**src/rtl/pipe_seg_skid_reg_pkg.sv**
```systemverilog
// Shared types for pipeline segment registers: per-stage payload layouts,
// their reset values and pack/unpack helpers for the opaque payload vector.
package pipe_seg_pkg_ysyx23060136;

  localparam int unsigned    SEG_PAYLOAD_W = 160;
  localparam logic [31:0]    PC_RST        = 32'h8000_0000;
  localparam logic [31:0]    NOP           = 32'h0000_0013;

  typedef struct packed {
    logic [31:0] pc;
    logic [31:0] inst;
  } ifu_idu_payload_t;

  typedef struct packed {
    logic [31:0] pc;
    logic [31:0] inst;
    logic [31:0] rs1_val;
    logic [31:0] rs2_val;
    logic [31:0] imm;
  } idu_exu_payload_t;

  typedef struct packed {
    logic [31:0] pc;
    logic [31:0] alu_res;
    logic [31:0] wdata;
    logic [4:0]  rd;
    logic [2:0]  funct3;
    logic        rf_wen;
  } exu_mem_payload_t;

  typedef struct packed {
    logic [31:0] pc;
    logic [31:0] wb_data;
    logic [4:0]  rd;
    logic        rf_wen;
  } mem_wbu_payload_t;

  localparam ifu_idu_payload_t IFU_IDU_RST = '{pc: PC_RST, inst: NOP};
  localparam idu_exu_payload_t IDU_EXU_RST = '{pc: PC_RST, inst: NOP, rs1_val: '0, rs2_val: '0, imm: '0};
  localparam exu_mem_payload_t EXU_MEM_RST = '{pc: PC_RST, alu_res: '0, wdata: '0, rd: '0, funct3: '0, rf_wen: 1'b0};
  localparam mem_wbu_payload_t MEM_WBU_RST = '{pc: PC_RST, wb_data: '0, rd: '0, rf_wen: 1'b0};

  // Stages zero-extend their struct into the generic payload; unpack takes the low slice.
  function automatic logic [SEG_PAYLOAD_W-1:0] pack_exu_mem(input exu_mem_payload_t p);
    return SEG_PAYLOAD_W'(p);
  endfunction

  function automatic exu_mem_payload_t unpack_exu_mem(input logic [$bits(exu_mem_payload_t)-1:0] w);
    return exu_mem_payload_t'(w);
  endfunction

  function automatic logic [SEG_PAYLOAD_W-1:0] pack_mem_wbu(input mem_wbu_payload_t p);
    return SEG_PAYLOAD_W'(p);
  endfunction

  function automatic mem_wbu_payload_t unpack_mem_wbu(input logic [$bits(mem_wbu_payload_t)-1:0] w);
    return mem_wbu_payload_t'(w);
  endfunction

endpackage

```
**src/rtl/pipe_seg_skid_reg_slot.sv**
```systemverilog
// One held pipeline entry: valid + payload + mem flags, with clear over load priority.
module pipe_seg_slot_ysyx23060136 #(
  parameter int unsigned       W   = 160,
  parameter logic [W-1:0]      RST = '0
) (
  input  logic         clk,
  input  logic         rst,
  input  logic         clr,
  input  logic         ld,
  input  logic         d_valid,
  input  logic [W-1:0] d_payload,
  input  logic         d_rd,
  input  logic         d_wr,
  output logic         q_valid,
  output logic [W-1:0] q_payload,
  output logic         q_rd,
  output logic         q_wr
);

  always_ff @(posedge clk or posedge rst) begin
    if (rst) begin
      q_valid   <= 1'b0;
      q_payload <= RST;
      q_rd      <= 1'b0;
      q_wr      <= 1'b0;
    end else if (clr) begin
      q_valid   <= 1'b0;
      q_payload <= RST;
      q_rd      <= 1'b0;
      q_wr      <= 1'b0;
    end else if (ld) begin
      q_valid   <= d_valid;
      q_payload <= d_payload;
      q_rd      <= d_rd & d_valid;
      q_wr      <= d_wr & d_valid;
    end
  end

endmodule

```
**src/rtl/pipe_seg_skid_reg.sv**
```systemverilog
// Generic pipeline segment register: registered output slot M, optional skid slot S
// that makes up_ready_o a pure register, plus one-shot mem request pulses.
module pipe_seg_skid_reg
  import pipe_seg_pkg_ysyx23060136::*;
#(
  parameter int unsigned          PAYLOAD_W   = 160,
  parameter logic [PAYLOAD_W-1:0] RST_PAYLOAD = '0,
  parameter bit                   SKID_EN     = 1'b1
) (
  input  logic                 clk,
  input  logic                 rst,
  input  logic                 flush_i,
  input  logic                 up_valid_i,
  output logic                 up_ready_o,
  input  logic [PAYLOAD_W-1:0] up_payload_i,
  input  logic                 up_mem_rd_i,
  input  logic                 up_mem_wr_i,
  output logic                 dn_valid_o,
  input  logic                 dn_ready_i,
  output logic [PAYLOAD_W-1:0] dn_payload_o,
  output logic                 dn_mem_rd_o,
  output logic                 dn_mem_wr_o,
  output logic                 dn_rd_req_o,
  output logic                 dn_wr_req_o,
  output logic [1:0]           occupancy_o
);

  logic                 up_fire, dn_fire;
  logic                 m_valid, m_rd, m_wr;
  logic [PAYLOAD_W-1:0] m_payload;
  logic                 s_valid, s_rd, s_wr;
  logic [PAYLOAD_W-1:0] s_payload;
  logic                 m_ld, m_d_valid, m_d_rd, m_d_wr;
  logic [PAYLOAD_W-1:0] m_d_payload;

  assign up_fire = up_valid_i & up_ready_o;
  assign dn_fire = m_valid & dn_ready_i;

  // S drains into M first; otherwise M takes upstream when it is free or moving on.
  always_comb begin
    m_ld        = 1'b0;
    m_d_valid   = 1'b0;
    m_d_payload = up_payload_i;
    m_d_rd      = up_mem_rd_i;
    m_d_wr      = up_mem_wr_i;
    if (s_valid && dn_fire) begin
      m_ld        = 1'b1;
      m_d_valid   = 1'b1;
      m_d_payload = s_payload;
      m_d_rd      = s_rd;
      m_d_wr      = s_wr;
    end else if (up_fire && (!m_valid || dn_fire)) begin
      m_ld      = 1'b1;
      m_d_valid = 1'b1;
    end else if (dn_fire) begin
      m_ld = 1'b1;
    end
  end

  pipe_seg_slot_ysyx23060136 #(.W(PAYLOAD_W), .RST(RST_PAYLOAD)) u_m (
    .clk(clk), .rst(rst), .clr(flush_i), .ld(m_ld), .d_valid(m_d_valid),
    .d_payload(m_d_payload), .d_rd(m_d_rd), .d_wr(m_d_wr),
    .q_valid(m_valid), .q_payload(m_payload), .q_rd(m_rd), .q_wr(m_wr)
  );

  generate
    if (SKID_EN) begin : g_skid
      logic s_ld, s_d_valid;
      always_comb begin
        s_d_valid = up_fire & m_valid & ~dn_fire;
        s_ld      = s_d_valid | (dn_fire & s_valid);
      end
      pipe_seg_slot_ysyx23060136 #(.W(PAYLOAD_W), .RST(RST_PAYLOAD)) u_s (
        .clk(clk), .rst(rst), .clr(flush_i), .ld(s_ld), .d_valid(s_d_valid),
        .d_payload(up_payload_i), .d_rd(up_mem_rd_i), .d_wr(up_mem_wr_i),
        .q_valid(s_valid), .q_payload(s_payload), .q_rd(s_rd), .q_wr(s_wr)
      );
      assign up_ready_o = ~s_valid;
    end else begin : g_noskid
      assign s_valid    = 1'b0;
      assign s_payload  = RST_PAYLOAD;
      assign s_rd       = 1'b0;
      assign s_wr       = 1'b0;
      assign up_ready_o = ~m_valid | dn_ready_i;
    end
  endgenerate

  // A pulse marks the first cycle a freshly loaded M entry is visible downstream.
  always_ff @(posedge clk or posedge rst) begin
    if (rst) begin
      dn_rd_req_o <= 1'b0;
      dn_wr_req_o <= 1'b0;
    end else if (flush_i) begin
      dn_rd_req_o <= 1'b0;
      dn_wr_req_o <= 1'b0;
    end else begin
      dn_rd_req_o <= m_ld & m_d_valid & m_d_rd;
      dn_wr_req_o <= m_ld & m_d_valid & m_d_wr;
    end
  end

  assign dn_valid_o   = m_valid;
  assign dn_payload_o = m_payload;
  assign dn_mem_rd_o  = m_valid & m_rd;
  assign dn_mem_wr_o  = m_valid & m_wr;
  assign occupancy_o  = {1'b0, m_valid} + {1'b0, s_valid};

  a_rd_wr_excl: assert property (@(posedge clk) disable iff (rst)
    up_valid_i |-> !(up_mem_rd_i && up_mem_wr_i));

endmodule
```
**config.mk**
```make
export PLATFORM = sky130hd
export DESIGN_NAME = pipe_seg_skid_reg
export DESIGN_NICKNAME = d
export VERILOG_FILES = /design/src/rtl/pipe_seg_skid_reg_pkg.sv /design/src/rtl/pipe_seg_skid_reg_slot.sv /design/src/rtl/pipe_seg_skid_reg.sv
export SDC_FILE = /design/constraint.sdc
export NUM_CORES = 1
export LEC_CHECK = 0
export BUFFER_PORTS_ARGS = -buffer_cell sky130_fd_sc_hd__buf_4
export CORE_MARGIN = 4
export CORE_UTILIZATION = 45
export DETAILED_ROUTE_END_ITERATION = 12
export PLACE_DENSITY = 0.69
export SLEW_MARGIN = 20
export SYNTH_ARGS = -nofsm -noshare
export SYNTH_HDL_FRONTEND = slang
export SYNTH_SLANG_ARGS = --single-unit
```
**constraint.sdc**
```tcl
create_clock -name clk -period 19.5 [get_ports clk]
set_clock_uncertainty 0.2 [all_clocks]
set_input_delay 3.9 -clock clk [delete_from_list [all_inputs] [get_ports clk]]
set_output_delay 3.9 -clock clk [all_outputs]
set_load 0.02 [all_outputs]
```
=== Word level (Yosys, flattened, before mapping) ===
Cells that the tools add are included.

* Flip-flop bits (word level): 328
* Bits of input ports: 167
* Word-level logic and storage cells: 60
* Output and inout bits: 168

* $add $sub $neg: 1
* Reduce and logical (&&, ||, !) cells: 6
* Muxes and demuxes: 26
* Bitwise operators: 17

{| class="wikitable"
|+ Operators with widths
! cell !! count
|-
| 2-to-1 mux 160 bit || 5
|-
| 2-to-1 mux 1 bit || 21
|-
| AND 1 bit || 14
|-
| nonzero test 2 bit || 2
|-
| adder 1 x 1 -> 2 bit || 1
|-
| logical AND 1 bit || 2
|-
| NOT 1 bit || 2
|-
| zero test 1 bit || 1
|-
| logical OR 1 bit || 1
|-
| bitwise OR 1 bit || 1
|}

=== Longest topological paths before layout ===
Gate-level depths: netlist (run 1).

* Word-level depth: 8
* Gate-level depth with buffers: 7
* Mapped depth without buffers: 3

=== Hierarchy ===
From an unflattened synthesis (run 1), not the netlist that was laid out.

* Cells, all modules: 1251
* Area, all modules: 15616.2 um^2

{| class="wikitable"
|+ Modules (own cells, without submodules)
! module !! cells an instance !! area an instance (um^2) !! seq. area each (um^2) !! times used
|-
| pipe_seg_slot_ysyx23060136 || 526 || 6575.1 || 4078.9 || 2
|-
| pipe_seg_skid_reg || 199 || 2466.1 || 50.0 || 1
|}

=== Worst setup path after synthesis (run 1) ===
No wires, ideal clock.

* Kind: input to register
* From: in dn_ready_i
* To: reg g_skid.u_s.q_rd
* Stages: 7
* Data required time: 19178 ps
* Setup time: 122 ps
* Arrival time: 5016 ps
* Setup slack: 14162 ps
* Path buffers: 4
* Path through: buf_2 > nor4bb_1 > buf_2 > buf_4 > buf_4 > nor2_1 > a32o_1

* Word-level cells in the longest chain between the ends: 6
* Elaborated cells on any way between the ends: 9
* Classes of those cells: mux (2); bitwise (6); reduce/logical (1)

{| class="wikitable"
|+ RTL lines
! item !! line !! source
|-
| from (decl) || pipe_seg_skid_reg.sv:19 || <nowiki>input logic dn_ready_i,</nowiki>
|-
| AND 1 bit * || pipe_seg_skid_reg.sv:37 || <nowiki>assign dn_fire = m_valid & dn_ready_i;</nowiki>
|-
| NOT 1 bit || pipe_seg_skid_reg.sv:70 || <nowiki>s_d_valid = up_fire & m_valid & ~dn_fire;</nowiki>
|-
| AND 1 bit || pipe_seg_skid_reg.sv:70 ||
|-
| AND 1 bit || pipe_seg_skid_reg_slot.sv:34 || <nowiki>q_rd <= d_rd & d_valid;</nowiki>
|-
| 2-to-1 mux 1 bit || pipe_seg_skid_reg_slot.sv:31 || <nowiki>end else if (ld) begin</nowiki>
|-
| 2-to-1 mux 1 bit || pipe_seg_skid_reg_slot.sv:26 || <nowiki>end else if (clr) begin</nowiki>
|-
| to (signal assigned) || pipe_seg_skid_reg_slot.sv:34 ||
|-
| to (decl) || pipe_seg_skid_reg_slot.sv:16 || <nowiki>output logic q_rd,</nowiki>
|}

Mark *: on every way between the ends. The rest lies on a longest branch, timed or not. The select of a mux whose other input is x is not followed.
A chain may end at the register's enable or synchronous reset.

=== Worst setup path in the final report (run 1) ===
* From: in flush_i
* To: reg u_m.q_payload[103]

* Word-level cells in the longest chain between the ends: 1
* Elaborated cells on any way between the ends: 2
* Classes of those cells: mux (1); reduce/logical (1)

{| class="wikitable"
|+ RTL lines
! item !! line !! source
|-
| from (decl) || pipe_seg_skid_reg.sv:12 || <nowiki>input logic flush_i,</nowiki>
|-
| 2-to-1 mux 160 bit / nonzero test 2 bit (equally long branches) || - ||
|-
| to (signal assigned) || pipe_seg_skid_reg_slot.sv:33 || <nowiki>q_payload <= d_payload;</nowiki>
|-
| to (decl) || pipe_seg_skid_reg_slot.sv:15 || <nowiki>output logic [W-1:0] q_payload,</nowiki>
|}

Several ways; a longest one is shown, not always the timed one.

==> flow_metrics.env, run 1 <==
export IMPL_outcome="complete, no violations"
export IMPL_drtPass1Iterations=5
export IMPL_synth_nets=1476
export IMPL_powerDensity_nw_per_um2=87.3
export IMPL_ant_nets=0
export IMPL_crit_reg2reg_launch="u_m.q_valid"
export IMPL_grt_pass1_wl_um=66600
export IMPL_worst_path_max_fanout=86
export IMPL_syn_area_um2=14500
export IMPL_row_count=65
export IMPL_overflow=0
export IMPL_num_fill_cells=2724
export IMPL_final_util=0.573
export IMPL_post_cts_setup_buffers=0
export IMPL_postSynth_asyncResetShare=1.00
export IMPL_initialDrtViolationCount=1047
export IMPL_fin_crit_ns=6.69
export IMPL_syn_avg_cell_area_um2=11.1
export IMPL_synth_cells=1308
export IMPL_gp_congestion=0.767
export IMPL_clk_path_buf_depth=3
export IMPL_grt_pass1_vias=11600
export IMPL_yosys_area_share_adder=0.000861
export IMPL_crit_path_start_kind="primary input"
export IMPL_hold_viol_final=0
export IMPL_drt_wl_total_um=41800
export IMPL_initial_utilization=0.458
export IMPL_die_w_um=188
export IMPL_peakVddDrop_mv=0.0573
export IMPL_synth_main_ff_cell="dfrtp_1"
export IMPL_crit_start="flush_i"
export IMPL_grt_max_degree=113
export IMPL_synth_seq_cells=328
export IMPL_ys_seq_area_frac=0.565
export IMPL_ios=335
export IMPL_maxSlewHeadroom=0.284
export IMPL_cts_htree_levels=2
export IMPL_vias_per_cell=5.91
export IMPL_die_area_um2=35200
export IMPL_portBuffers=334
export IMPL_hold_path_depth=1
export IMPL_max_freq_ghz=0.149
export IMPL_worstMarginPinSlew_ns=1.07
export IMPL_reg_largest_list="g_skid.u_s.q_payload x160, u_m.q_payload x160"
export IMPL_hp_class="reg -> reg"
export IMPL_nets=1721
export IMPL_synth_compound_area_frac=0.211
export IMPL_synth_xor_xnor_area_share=0
export IMPL_finalSetupTns_ns=0
export IMPL_clock_sinks=328
export IMPL_worstPathRequired_ns=19.64
export IMPL_cp_end_kind="register"
export IMPL_drive_above_1_share=0.256
export IMPL_cts_hold_buf=0
export IMPL_drv_slew=0
export IMPL_synth_top_family_by_area="compound AO/OA/AOI/OAI gates"
export IMPL_muxShareOfSynthArea=0.112
export IMPL_drc_errors=0
export IMPL_synth_warnings=0
export IMPL_clkTransAtPathRegs_ns=0.06
export IMPL_r2r_cells=5
export IMPL_cts_resized=0
export IMPL_setup_violations=0
export IMPL_grt_usage=0.229
export IMPL_finalCritPeriodShare=0.343
export IMPL_cts_root_buf="clkbuf_16"
export IMPL_rsz0062_at_grt="no"
export IMPL_yosysUniqueCellTypes=29
export IMPL_numCtsBuffers=36
export IMPL_vias=11700
export IMPL_total_power_mw=1.59
export IMPL_post_drt_wl_per_cell_um=21.1
export IMPL_cts_tree="yes"
export IMPL_fp_coreArea_um2=31700
export IMPL_crit_type="in -> reg"
export IMPL_dieHeight_um=188
export IMPL_min_from="u_m.q_wr"
export IMPL_dpl_hpwl_um=24700
export IMPL_timing_hold_ws_ns=0.290
export IMPL_synthSimpleGateAreaFrac=0.0651
export IMPL_clkLatencyLatePin_ns=0.51
export IMPL_antenna_found_initial=4
export IMPL_maxCapViolations=0
export IMPL_syn_to_final_growth_pct=25.1
export IMPL_p_leak_nw=8.20
export IMPL_cp_arrival_ns=6.84
export IMPL_synth_edff_count=0
[Yosys cell counts, types with 2 or more instances]
cell type,n,share of area
dfrtp_1,328,0.57
mux2i_1,163,0.11
o2bb2ai_1,162,0.098
a21oi_1,161,0.055
nand3_1,160,0.055
o21ai_0,160,0.055
clkbuf_1,72,0.019
buf_2,49,0.017
clkbuf_2,9,0.0031
buf_4,7,0.0036
buf_1,6,0.0016
nor2_1,6,0.0016
and2_1,3,0.0013
inv_1,3,0.00078
a32o_1,2,0.0014
nand2b_1,2,0.00086
nand4bb_1,2,0.0016
nor2b_1,2,0.00086
[layer usage]
metal,up-vias,share of wire,track usage
met5,-,0.0011,0
met4,6,0.023,0.0559
met3,69,0.088,0.0652
met2,470,0.46,0.342
met1,5814,0.43,0.332
li1,5334,-,-
[power breakdown]
part | switching [mW] | total (mW) | internal, mW
Sequential | 0.0256 | 0.741 | 0.716
Combinational | 0.123 | 0.207 | 0.0841
Clock | 0.264 | 0.638 | 0.374
[through the flow]
| stage | area [um2] | setup slack (ns) | instances |
|---|---|---|---|
| 2_1_floorplan | 14500 | 6.32 | 1308 |
| 3_5_place_dp | 17100 | 12.30 | 1917 |
| 3_3_place_gp | 17100 | 12.35 | 1916 |
| 6_report | 18200 | 12.81 | 1979 |
| 5_1_grt | 18200 | 12.63 | 1979 |
| 4_1_cts | 18200 | 12.83 | 1978 |
[cell families after synthesis]
| logic type | count (synthesis) |
|---|---|
| compound gates | 488 |
| flops | 328 |
| simple gates | 181 |
| mux | 163 |
| buf+inv | 147 |
| fa+ha+maj | 1 |
[worst paths after layout]
path                                       endpoint  slack [ns]
hold / removal                             u_m.q_wr        0.29
max in group asynchronous  g_skid.u_s.q_payload[98]       13.49
setup / recovery                 u_m.q_payload[103]       12.81
hold reg to reg                            u_m.q_wr        0.29
setup reg to reg                  u_m.q_payload[25]       15.67
min in group asynchronous         u_m.q_payload[27]        3.33
[area by class of cell]
cell class / instances / area (um2) / area share
clock inverters: 4 / 45.0 / 0.00248
diodes: 1 / 2.50 / 0.000138
well taps: 402 / 503 / 0.0277
clock buffers: 57 / 1030 / 0.0567
repair buffers: 351 / 2650 / 0.146
flip-flops and latches: 328 / 8210 / 0.452
inverters: 3 / 18.8 / 0.00103
multi-input cells: 833 / 5720 / 0.315
[critical path: stages]
cell       delay, ns
buf_4           0.64
inv_1           0.25
o21ai_4         0.11
buf_4           0.70
buf_4           0.88
o2bb2ai_1       0.17
[layout by cell type (no fill, tap or decap), types with 2 or more instances in the layout]
cell / count
clkbuf_8: 3
and2_1: 3
a32o_1: 2
buf_4: 349
mux2i_1: 163
clkbuf_1: 17
dfrtp_1: 328
inv_1: 2
clkbuf_16: 37
nor2_1: 6
nor2b_1: 2
clkinv_2: 3
a21oi_1: 161
o21ai_0: 160
nand2b_1: 2
nand3_1: 159
o2bb2ai_1: 162
Note: power is estimated with default switching activity, not from simulation.
==> inputs of run 2 (changes only) <==
--- a/config.mk
+++ b/config.mk
@@ -9,7 +9,7 @@
 export CORE_MARGIN = 4
 export CORE_UTILIZATION = 45
 export DETAILED_ROUTE_END_ITERATION = 12
-export PLACE_DENSITY = 0.69
+export PLACE_DENSITY = 0.71
 export SLEW_MARGIN = 20
 export SYNTH_ARGS = -nofsm -noshare
 export SYNTH_HDL_FRONTEND = slang
==> constraint.sdc (replaced) <==
create_clock -name clk -period 6 [get_ports clk]
set_clock_uncertainty 0.2 [all_clocks]
set_input_delay 1.2 -clock clk [delete_from_list [all_inputs] [get_ports clk]]
set_output_delay 1.2 -clock clk [all_outputs]
set_load 0.02 [all_outputs]
==> run 2 against run 1 <==
Cell area is 0.60% higher. Non-clock buffer count grew 2. Critical path type unchanged. Combinational power rose to 3.3 times the previous value. Sequential share of layout area decreased by 0.27 points.
==> flow_metrics.env, run 2 (synthesis results as in run 1) <==
export IMPL_clkLatencyLatePin_ns=0.50
export IMPL_overflow=0
export IMPL_setup_violations=0
export IMPL_fp_coreArea_um2=31700
export IMPL_worst_slack_ns=2.79
export IMPL_worstPathCellList="buf_4 -> inv_1 -> o21ai_4 -> buf_12 -> o2bb2ai_1"
export IMPL_clkTransAtPathRegs_ns=0.06
export IMPL_gp_congestion=0.768
export IMPL_grt_pass1_wl_um=65900
export IMPL_cts_htree_levels=2
export IMPL_cts_hold_buf=0
export IMPL_dpl_instance_area_um2=17100
export IMPL_cpPeakStageDelay_ns=0.71
export IMPL_syn_to_final_growth_pct=25.9
export IMPL_swShare=0.256
export IMPL_layout_cells_most_common="buf_4"
export IMPL_row_count=65
export IMPL_worst_path_max_fanout=146
export IMPL_ios=335
export IMPL_outcome="complete, no violations"
export IMPL_drv_slew=0
export IMPL_p_int_mw=3.87
export IMPL_finalSetupTns_ns=0
export IMPL_maxSlewHeadroom=0.290
export IMPL_reg_largest_list="g_skid.u_s.q_payload x160, u_m.q_payload x160"
export IMPL_finalCritPeriodShare=0.535
export IMPL_hp_class="reg -> reg"
export IMPL_peakVddDrop_mv=0.191
export IMPL_grt_usage=0.224
export IMPL_cp_arrival_ns=3.35
export IMPL_portBuffers=334
export IMPL_diodes=0
export IMPL_rsz0062_at_grt="no"
export IMPL_initialDrtViolationCount=1024
export IMPL_grt_max_degree=184
export IMPL_cp_slowest_cell="buf_4"
export IMPL_dp_cells=1918
export IMPL_dieHeight_um=188
export IMPL_cts_root_buf="clkbuf_16"
export IMPL_clk_path_buf_depth=3
export IMPL_initial_utilization=0.458
export IMPL_max_freq_ghz=0.311
export IMPL_crit_reg2reg_launch="u_m.q_valid"
export IMPL_drtPass1Iterations=5
export IMPL_post_drt_wl_per_cell_um=20.8
export IMPL_crit_start="flush_i"
export IMPL_cts_resized=0
export IMPL_r2r_cells=4
export IMPL_post_cts_setup_buffers=0
export IMPL_grt_pass1_vias=11600
export IMPL_worstPathRequired_ns=6.14
export IMPL_layout_common_cells="347 x buf_4, 328 x dfrtp_1, 163 x mux2i_1"
export IMPL_hold_viol_final=0
export IMPL_power_frac_comb=0.130
export IMPL_fin_crit_ns=3.21
export IMPL_numCtsBuffers=36
export IMPL_crit_type="in -> reg"
export IMPL_nets=1723
export IMPL_die_w_um=188
export IMPL_maxCapViolations=0
export IMPL_worstMarginPinSlew_ns=1.07
export IMPL_crit_path_start_kind="primary input"
export IMPL_cp_end_kind="register"
export IMPL_p_leak_nw=8.25
export IMPL_vias=11800
export IMPL_die_area_um2=35200
export IMPL_pwr_share_seq=0.464
export IMPL_hold_path_depth=1
export IMPL_ant_nets=0
export IMPL_final_area_um2=18300
export IMPL_layout_cells_non_filler=1978
export IMPL_drc_errors=0
export IMPL_min_from="u_m.q_payload[83]"
export IMPL_vias_per_cell=5.96
export IMPL_drt_wl_total_um=41200
export IMPL_place_ws_ns=2.32
export IMPL_dpl_hpwl_um=24000
export IMPL_drive_above_1_share=0.260
export IMPL_clock_sinks=328
export IMPL_clkPwrFrac=0.407
export IMPL_num_fill_cells=2692
export IMPL_p_switching_mw=1.33
export IMPL_total_power_mw=5.19
export IMPL_powerDensity_nw_per_um2=284
export IMPL_cts_tree="yes"
export IMPL_antenna_found_initial=0
[run 2: cell types whose count changed in the layout (fill, tap and decap cells not counted)]
| cell | change |
|---|---|
| bufinv_16 | +1 |
| buf_16 | +1 |
| clkbuf_1 | -6 |
| clkbuf_8 | +1 |
| buf_12 | +4 |
| buf_4 | -2 |
| clkinvlp_4 | +2 |
| inv_8 | -1 |
| buf_6 | -1 |
| diode_2 | -1 |
| clkinv_2 | +1 |
[run 2: per-stage QoR]
step	util	hold WS [ns]
6_report	0.576	0.285
3_3_place_gp	0.541	0.273
3_5_place_dp	0.541	0.275
4_1_cts	0.576	0.293
5_1_grt	0.576	0.309
2_1_floorplan	-	0.249
[run 2: worst max-delay path: cells and delay by family]
family	cells	cell delay [ns]
compound gates	2	0.43
buf+inv	3	1.41
[run 2: final cells by class]
class | count | area (um2) | area share
Tap cell | 402 | 503 | 0.0275
Clock inverter | 7 | 87.6 | 0.00479
Multi-Input combinational cell | 833 | 5720 | 0.313
Sequential cell | 328 | 8210 | 0.449
Clock buffer | 52 | 1020 | 0.0559
Inverter | 3 | 15.0 | 0.000821
Timing Repair Buffer | 353 | 2730 | 0.149
[run 2: layer usage]
layer,vias up,share of wire,track usage
met2,465,0.47,0.347
met3,62,0.088,0.0605
li1,5340,-,-
met1,5919,0.42,0.319
met5,-,0,0
met4,0,0.020,0.0514
[run 2: final timing paths]
kind | end | slack, ns
setup reg to reg | u_m.q_payload[79] | 2.99
max in group asynchronous | g_skid.u_s.q_payload[149] | 4.02
hold reg to reg | u_m.q_payload[83] | 0.28
setup / recovery | u_m.q_payload[101] | 2.79
hold / removal | u_m.q_payload[83] | 0.28
min in group asynchronous | g_skid.u_s.q_payload[95] | 0.65
[run 2: power groups by stage]
stage | combinational (mW) | clock, mW | sequential (mW)
floorplan | 0.261 | 0 | 2.52
global placement | 0.668 | 0 | 2.44
detailed placement | 0.680 | 0 | 2.44
CTS | 0.680 | 2.17 | 2.41
global route | 0.729 | 2.27 | 2.42
finish | 0.673 | 2.11 | 2.41
